### src/rtl/msrv32_img_pkg.sv
// Immediate-type encodings and the shared immediate decoder for msrv32_img_pipe.
// Optional feature macro: MSRV32_IMG_ILLEGAL_EN (reserved type decodes to zero instead of I-type).
package msrv32_img_pkg;

    localparam logic [2:0] R_TYPE    = 3'd0;
    localparam logic [2:0] I_TYPE    = 3'd1;
    localparam logic [2:0] S_TYPE    = 3'd2;
    localparam logic [2:0] B_TYPE    = 3'd3;
    localparam logic [2:0] U_TYPE    = 3'd4;
    localparam logic [2:0] J_TYPE    = 3'd5;
    localparam logic [2:0] CSR_TYPE  = 3'd6;
    localparam logic [2:0] RSVD_TYPE = 3'd7;

    // instr holds instruction bits [31:7], so instruction bit k sits at instr[k-7].
    function automatic logic [63:0] imm_decode(input logic [24:0] instr,
                                               input logic [2:0]  imm_type);
        logic [63:0] imm;
        case (imm_type)
            S_TYPE:   imm = {{52{instr[24]}}, instr[24:18], instr[4:0]};
            B_TYPE:   imm = {{52{instr[24]}}, instr[0], instr[23:18], instr[4:1], 1'b0};
            U_TYPE:   imm = {{32{instr[24]}}, instr[24:5], 12'h000};
            J_TYPE:   imm = {{44{instr[24]}}, instr[12:5], instr[13], instr[23:14], 1'b0};
            CSR_TYPE: imm = {59'd0, instr[12:8]};
`ifdef MSRV32_IMG_ILLEGAL_EN
            RSVD_TYPE: imm = 64'd0;
`endif
            default:  imm = {{52{instr[24]}}, instr[24:13]};
        endcase
        return imm;
    endfunction

endpackage

### src/rtl/msrv32_img_fifo.sv
// Generic DEPTH x W synchronous FIFO with flush and occupancy count; head data reads as zero when empty.
// Used by msrv32_img_pipe (feature macro MSRV32_IMG_ILLEGAL_EN only widens the entry).
module msrv32_img_fifo #(
    parameter int W     = 8,
    parameter int DEPTH = 2
) (
    input  logic                     i_clk,
    input  logic                     i_rst_n,
    input  logic                     i_flush,
    input  logic                     i_push,
    input  logic                     i_pop,
    input  logic [W-1:0]             i_data,
    output logic [W-1:0]             o_data,
    output logic                     o_full,
    output logic                     o_empty,
    output logic [$clog2(DEPTH):0]   o_count
);
    import msrv32_img_pkg::*;

    localparam int            PW       = $clog2(DEPTH);
    localparam logic [PW:0]   FULL_CNT = (PW+1)'(DEPTH);

    logic [W-1:0]  r_mem [DEPTH];
    logic [PW-1:0] r_wptr;
    logic [PW-1:0] r_rptr;
    logic [PW:0]   r_count;
    logic          w_push;
    logic          w_pop;

    assign o_full  = (r_count == FULL_CNT);
    assign o_empty = (r_count == '0);
    assign o_count = r_count;
    assign w_push  = i_push & ~o_full;
    assign w_pop   = i_pop & ~o_empty;
    assign o_data  = o_empty ? '0 : r_mem[r_rptr];

    always_ff @(posedge i_clk) begin
        if (w_push && !i_flush) begin
            r_mem[r_wptr] <= i_data;
        end
    end

    // Flush outranks push/pop; pointers wrap naturally since DEPTH is a power of two.
    always_ff @(posedge i_clk or negedge i_rst_n) begin
        if (!i_rst_n) begin
            r_wptr  <= '0;
            r_rptr  <= '0;
            r_count <= '0;
        end else if (i_flush) begin
            r_wptr  <= '0;
            r_rptr  <= '0;
            r_count <= '0;
        end else begin
            if (w_push) r_wptr <= r_wptr + 1'b1;
            if (w_pop)  r_rptr <= r_rptr + 1'b1;
            case ({w_push, w_pop})
                2'b10:   r_count <= r_count + 1'b1;
                2'b01:   r_count <= r_count - 1'b1;
                default: r_count <= r_count;
            endcase
        end
    end

endmodule

### src/rtl/msrv32_img_pipe.sv
// Immediate generator: decodes each accepted instruction and queues imm/type/tag for register read.
// Define MSRV32_IMG_ILLEGAL_EN to add illegal_out and zero the immediate of reserved-type instructions.
module msrv32_img_pipe
    import msrv32_img_pkg::*;
#(
    parameter int XLEN  = 32,
    parameter int DEPTH = 2,
    parameter int TAG_W = 32
) (
    input  logic                   clk_in,
    input  logic                   rst_n_in,
    input  logic                   flush_in,
    input  logic                   valid_in,
    output logic                   ready_out,
    input  logic [24:0]            instr_in,
    input  logic [2:0]             imm_type_in,
    input  logic [TAG_W-1:0]       tag_in,
    output logic                   valid_out,
    input  logic                   ready_in,
    output logic [XLEN-1:0]        imm_out,
    output logic [2:0]             imm_type_out,
    output logic [TAG_W-1:0]       tag_out,
    output logic [$clog2(DEPTH):0] count_out
`ifdef MSRV32_IMG_ILLEGAL_EN
    ,
    output logic                   illegal_out
`endif
);

`ifdef MSRV32_IMG_ILLEGAL_EN
    localparam int ENT_W = XLEN + 3 + TAG_W + 1;
`else
    localparam int ENT_W = XLEN + 3 + TAG_W;
`endif

    logic [XLEN-1:0]  w_imm;
    logic [ENT_W-1:0] w_wr_ent;
    logic [ENT_W-1:0] w_rd_ent;
    logic             w_full;
    logic             w_empty;

    assign w_imm = XLEN'(imm_decode(instr_in, imm_type_in));

`ifdef MSRV32_IMG_ILLEGAL_EN
    assign w_wr_ent = {(imm_type_in == RSVD_TYPE), imm_type_in, tag_in, w_imm};
    assign {illegal_out, imm_type_out, tag_out, imm_out} = w_rd_ent;
`else
    assign w_wr_ent = {imm_type_in, tag_in, w_imm};
    assign {imm_type_out, tag_out, imm_out} = w_rd_ent;
`endif

    assign ready_out = ~w_full;
    assign valid_out = ~w_empty;

    msrv32_img_fifo #(
        .W     (ENT_W),
        .DEPTH (DEPTH)
    ) u_fifo (
        .i_clk   (clk_in),
        .i_rst_n (rst_n_in),
        .i_flush (flush_in),
        .i_push  (valid_in),
        .i_pop   (ready_in),
        .i_data  (w_wr_ent),
        .o_data  (w_rd_ent),
        .o_full  (w_full),
        .o_empty (w_empty),
        .o_count (count_out)
    );

endmodule

### config.mk
export PLATFORM = sky130hd
export DESIGN_NAME = msrv32_img_pipe
export DESIGN_NICKNAME = d
export VERILOG_FILES = /design/src/rtl/msrv32_img_pkg.sv /design/src/rtl/msrv32_img_fifo.sv /design/src/rtl/msrv32_img_pipe.sv
export SDC_FILE = /design/constraint.sdc
export NUM_CORES = 1
export LEC_CHECK = 0
export CORE_ASPECT_RATIO = 0.5
export CORE_UTILIZATION = 50
export CTS_BUF_LIST = sky130_fd_sc_hd__clkbuf_2
export DETAILED_ROUTE_END_ITERATION = 16
export GPL_TIMING_DRIVEN = 0
export HOLD_SLACK_MARGIN = 0.08
export PLACE_DENSITY = 0.8
export SLEW_MARGIN = 25
export SYNTH_ARGS = -nofsm -noshare
export SYNTH_HDL_FRONTEND = slang
export SYNTH_HIERARCHICAL = 1
export SYNTH_SLANG_ARGS = --single-unit
### constraint.sdc
create_clock -name clk_in -period 13.05 [get_ports clk_in]
set_clock_uncertainty 0.1 [all_clocks]
set_input_delay 1.9575 -clock clk_in [delete_from_list [all_inputs] [get_ports clk_in]]
set_output_delay 1.9575 -clock clk_in [all_outputs]
set_load 0.05 [all_outputs]
### Word-level counts from Yosys, hierarchy flattened

Memories as Yosys holds them, arrays and structs flattened.
Cells that the tools add are included.

* flip-flop bits (word level): 4
* memory bits (writable): 134
* input bits: 65
* output and inout bits: 71
* logic and storage cells: 36
* memories: 1

Memory list
* u_fifo.r_mem: depth 2, bits a word 67, read ports 1, clocked after memory_dff 0, write ports 1, RTL line msrv32_img_fifo.sv:23 `logic [W-1:0] r_mem [DEPTH];`

* add/subtract/negate cells: 4
* eq/ne operators: 8
* multiplexer cells: 10
* bitwise operators: 4
* reduce and logical (&&, ||, !) cells: 6

Operators with widths (count)
* $pmux 32 s5: 1
* $mux 67: 1
* $eq 3x3->1 const B: 3
* $eq 3x2->1 const B: 2
* $mux 1: 6
* $eq 2x2->1 const B: 2
* $pmux 2 s2: 1
* $reduce_bool 2->1: 2
* $reduce_bool 3->1: 1
* $add 1x1->1 const B: 2
* $add 2x1->2 const B: 1
* $and 1x1->1: 2
* $eq 2x1->1 const B: 1
* $logic_not 2->1: 1
* $mux 2: 1
* $not 1->1: 2
* $sub 2x1->2 const B: 1
* $logic_and 1x1->1: 1
* $logic_not 1->1: 1

### Longest topological paths before layout

* word-level depth: 6
* gate-level depth with buffers: 5
* gate-level depth less buffers: 3

### Cells and area by module

Netlist, hierarchy kept.

By module, submodules not included
* msrv32_img_fifo: times used 1, cells each 308, area each 5255.0 um2, seq. area each 4124.0 um2
* msrv32_img_pipe: times used 1, cells each 68, area each 415.4 um2, seq. area each 0.0 um2

### Least setup slack after synthesis

No wires, ideal clock.

* path type: input to register
* from: input port valid_in
* to: memory u_fifo/r_mem[1][0] in the netlist's numbering, enable pin
* setup time: 588 ps
* arrival: 7093 ps
* data required time: 12362 ps
* setup slack: 5269 ps
* stages: 2
* buffers on the path: 0
* cells stage by stage: or2b_1 nor3b_1

* word-level cells in the longest chain between the ends: 4

Ends and longest elaborated chain
* start: declaration: RTL line msrv32_img_pipe.sv:13 `input logic valid_in,`
* $and 1x1->1: RTL line msrv32_img_fifo.sv:33 `assign w_push = i_push & ~o_full;`
* $logic_and 1x1->1: RTL line msrv32_img_fifo.sv:38 `if (w_push && !i_flush) begin`
* $mux 1: RTL line msrv32_img_fifo.sv:38
* $mux 1 (not written as such): RTL line msrv32_img_fifo.sv:39 `r_mem[r_wptr] <= i_data;`
* end: declaration: RTL line msrv32_img_fifo.sv:23

No other way between the ends.

### Worst setup path after layout

* from: register u_fifo.r_count[0], in the netlist u_fifo/o_count[0]
* to: output port imm_out[21]

* word-level cells in the longest chain between the ends: 2

Ends and longest elaborated chain
* start: declaration: RTL line msrv32_img_fifo.sv:26 `logic [PW:0] r_count;`
* start signal: assignment: RTL line msrv32_img_fifo.sv:57 `2'b10: r_count <= r_count + 1'b1;`
* start signal: assignment: RTL line msrv32_img_fifo.sv:58 `2'b01: r_count <= r_count - 1'b1;`
* start signal: assignment: RTL line msrv32_img_fifo.sv:59 `default: r_count <= r_count;`
* $logic_not 2->1: RTL line msrv32_img_fifo.sv:31 `assign o_empty = (r_count == '0);`
* $mux 67: RTL line msrv32_img_fifo.sv:35 `assign o_data = o_empty ? '0 : r_mem[r_rptr];`
* end: declaration: RTL line msrv32_img_pipe.sv:20 `output logic [XLEN-1:0] imm_out,`

No other way between the ends.

==> metrics <==
status finished, violations left; failing checks design-rule violations; wire per inst 16.39 um; Initial Utilization 0.5149; worst hold path depth 2; top post-synthesis cells by area edfxtp_1, mux2i_1, nor2_1, dfrtp_1, a21o_1; Hold Path End u_fifo/r_wptr; Crit-path slowest cell clkdlybuf4s50_1; Core Box Area 11,010 sq um; critical path data required time 10,990 ps; Max Root-Sink Buffers 2; Yosys top cell by area edfxtp_1; number of input and output port buffers inserted 135; post-route setup TNS 0 ps; CP Max Fanout 10; most frequent cells in the layout clkdlybuf4s50_1, edfxtp_1, nor2_1; Worst Setup Start Kind flip-flop; Peak VDD IR 0.05728 mV; fillers 783; CTS tree done; Mapped Cells 376; Syn-to-layout area delta 33.56%; critical path depth 5; Detailed Route WL 11,570 um; post-DP HPWL 8380 um; Worst Hold Slack 525.2 ps; clock sinks 138; Fmax achieved 203.2 MHz; Seq cells post-synth 138; setup violators final 0; syn avg cell area 15.08 sq um; postcts setup bufs 0; Rows 27; RSZ-0062 raised after global routing no; Routability Congestion 0.7944; post-CTS sizing 0; number of global-route vias before repair 3,627; Ant. Diodes 0; via count 3,626; hold path startpoint u_fifo/r_wptr; FF-to-FF End u_fifo/r_mem[1][24]; Synth Cell Area 5670 sq um; Synth top area share 0.7096; via-per-instance ratio 5.136; Max-slew headroom 0.6406; crit-path cells nor2_2 > buf_2 > buf_2 > nor2_1 > clkdlybuf4s50_1; Fin. Hold Viols 0; Synth Warn # 6; clk slew on worst S/H paths 210 ps; gr usage total 0.2108; layout cells sized above 1 0.1319; worst skew pair latency 660 ps; DR pass1 iterations 10; initial antenna violation count 0; first-pass GRT wire length 18,460 um; crit share post-route 0.3770; Leakage 2.651 nW; die area 11,800 sq um; CTS Buf Count 17; Hold-fix buffers, CTS 0; Max Cap Violations 0; Unique masters post-synth 36; reg2reg setup slack 10,490 ps; Critical Setup Path Class flip-flop to primary output; CTS H-tree depth 4; overflow left after global routing 0; Net Count, Synth 441; most common cell after layout, fill and taps aside clkdlybuf4s50_1; Buf+Inv Stages, Crit Path 3; Pins Over Slew Limit 0; Hold Crit Class flip-flop to flip-flop; Worst Setup Slack, final 8130 ps; Seq/Total Area, Yosys 0.7273; Die Y 77.30 um; Routed Antenna Nets 0; Power Density 123.2 nW/um^2; final net count 613; Final min period 4920 ps; worst r2r src u_fifo/o_count[1]; Iteration-0 DRC Markers 246; Worst EP arrival 2860 ps; slowest stage delay, CP 700 ps; Slew @ Worst Pin 537.4 ps; clock root cell clkbuf_2; family with the most delay on the worst path buffers and inverters; Top cell by count, worst path buf_2; Place WS 8588 ps; r2r worst-path depth 7; CP Capture Type primary output; largest net degree at the start of global routing 17; die width 152.6 um; DRC 5; I/O Pins 136
==> layer usage <==
metal | track usage | part of all wire | routed length (um) | vias to the layer above
li1 | - | - | - | 1736
met1 | 0.2561 | 0.41 | 4802 | 1774
met2 | 0.3693 | 0.52 | 6007 | 104
met3 | 0.05031 | 0.057 | 659 | 12
met4 | 0.07778 | 0.0090 | 104 | 0
met5 | 0 | 0 | 0 | -
==> final cells by class <==
| cell class | count | area, sq um | share of cell area |
|---|---|---|---|
| flip-flops and latches | 138 | 4124 | 0.5445 |
| repair buffers | 153 | 1498 | 0.1978 |
| multi-input cells | 215 | 1430 | 0.1888 |
| well taps | 145 | 181.4 | 0.02396 |
| clock inverters | 14 | 123.9 | 0.01636 |
| plain buffers | 19 | 111.4 | 0.01470 |
| clock buffers | 18 | 90.09 | 0.01189 |
| inverters | 4 | 15.01 | 0.001982 |
==> synthesized netlist by cell type (all sizes together) <==
library cell	n
a221o	4
nor2b	4
nor3b	2
nand3	1
nand3b	1
dfrtp	4
a21boi	1
a32o	1
o21ai	8
a21bo	1
or4b	1
or3	1
buf	15
edfxtp	134
and2b	1
inv	4
clkbuf	4
xor2	1
or2b	1
a21o	11
mux2i	68
a31oi	1
a21oi	6
nor3	2
a22oi	1
nand2	13
nor2	76
nand2b	2
and2	7
==> worst register-to-register path, stage by stage, from the launching register on <==
cell,delay (ps)
dfrtp_1,500
nor2b_1,210
or2b_1,280
nor3b_2,380
buf_4,250
buf_4,200
buf_4,200
buf_4,180
==> power breakdown <==
| part | switching [mW] | leakage, nW | internal [mW] |
|---|---|---|---|
| combinational | 0.121 | 1.24 | 0.0752 |
| clock | 0.157 | 0.127 | 0.0699 |
| sequential | 0.00437 | 1.29 | 0.506 |
==> registers in the layout (all words and copies together) (netlist names) <==
name / cells
u_fifo/r_mem: 134
u_fifo/o_count: 2
u_fifo/r_wptr: 1
u_fifo/r_rptr: 1
==> kinds of logic after synthesis <==
logic type | Yosys count | share of synthesized area
multiplexers | 68 | 0.1200
AO/OA/AOI/OAI | 34 | 0.04126
buffers and inverters | 23 | 0.02229
XOR/XNOR | 1 | 0.001545
flip-flops | 138 | 0.7273
AND/OR/NAND/NOR | 112 | 0.08760
==> worst max path at each step <==
stage                            startpoint             endpoint  slack (ps)
after global routing      u_fifo/o_count[0]          imm_out[21]        7900
after floorplan                    valid_in   u_fifo/r_mem[1][0]        5270
after detailed placement           valid_in  u_fifo/r_mem[1][23]        8590
final                     u_fifo/o_count[0]          imm_out[21]        8130
after CTS                 u_fifo/o_count[0]          imm_out[21]        8080
after global placement             valid_in  u_fifo/r_mem[1][28]        1990
==> metrics by stage <==
stage / cells / util / cell area [sq um] / power (mW)
after floorplan: 376 / - / 5670 / 0.6422
after global placement: 656 / 0.6541 / 7203 / 0.7125
after detailed placement: 674 / 0.6683 / 7360 / 0.7168
after CTS: 706 / 0.6877 / 7574 / 0.9413
after global routing: 706 / 0.6877 / 7574 / 0.9733
final: 706 / 0.6877 / 7574 / 0.9334
No activity file was read; power rests on OpenSTA's default activity.
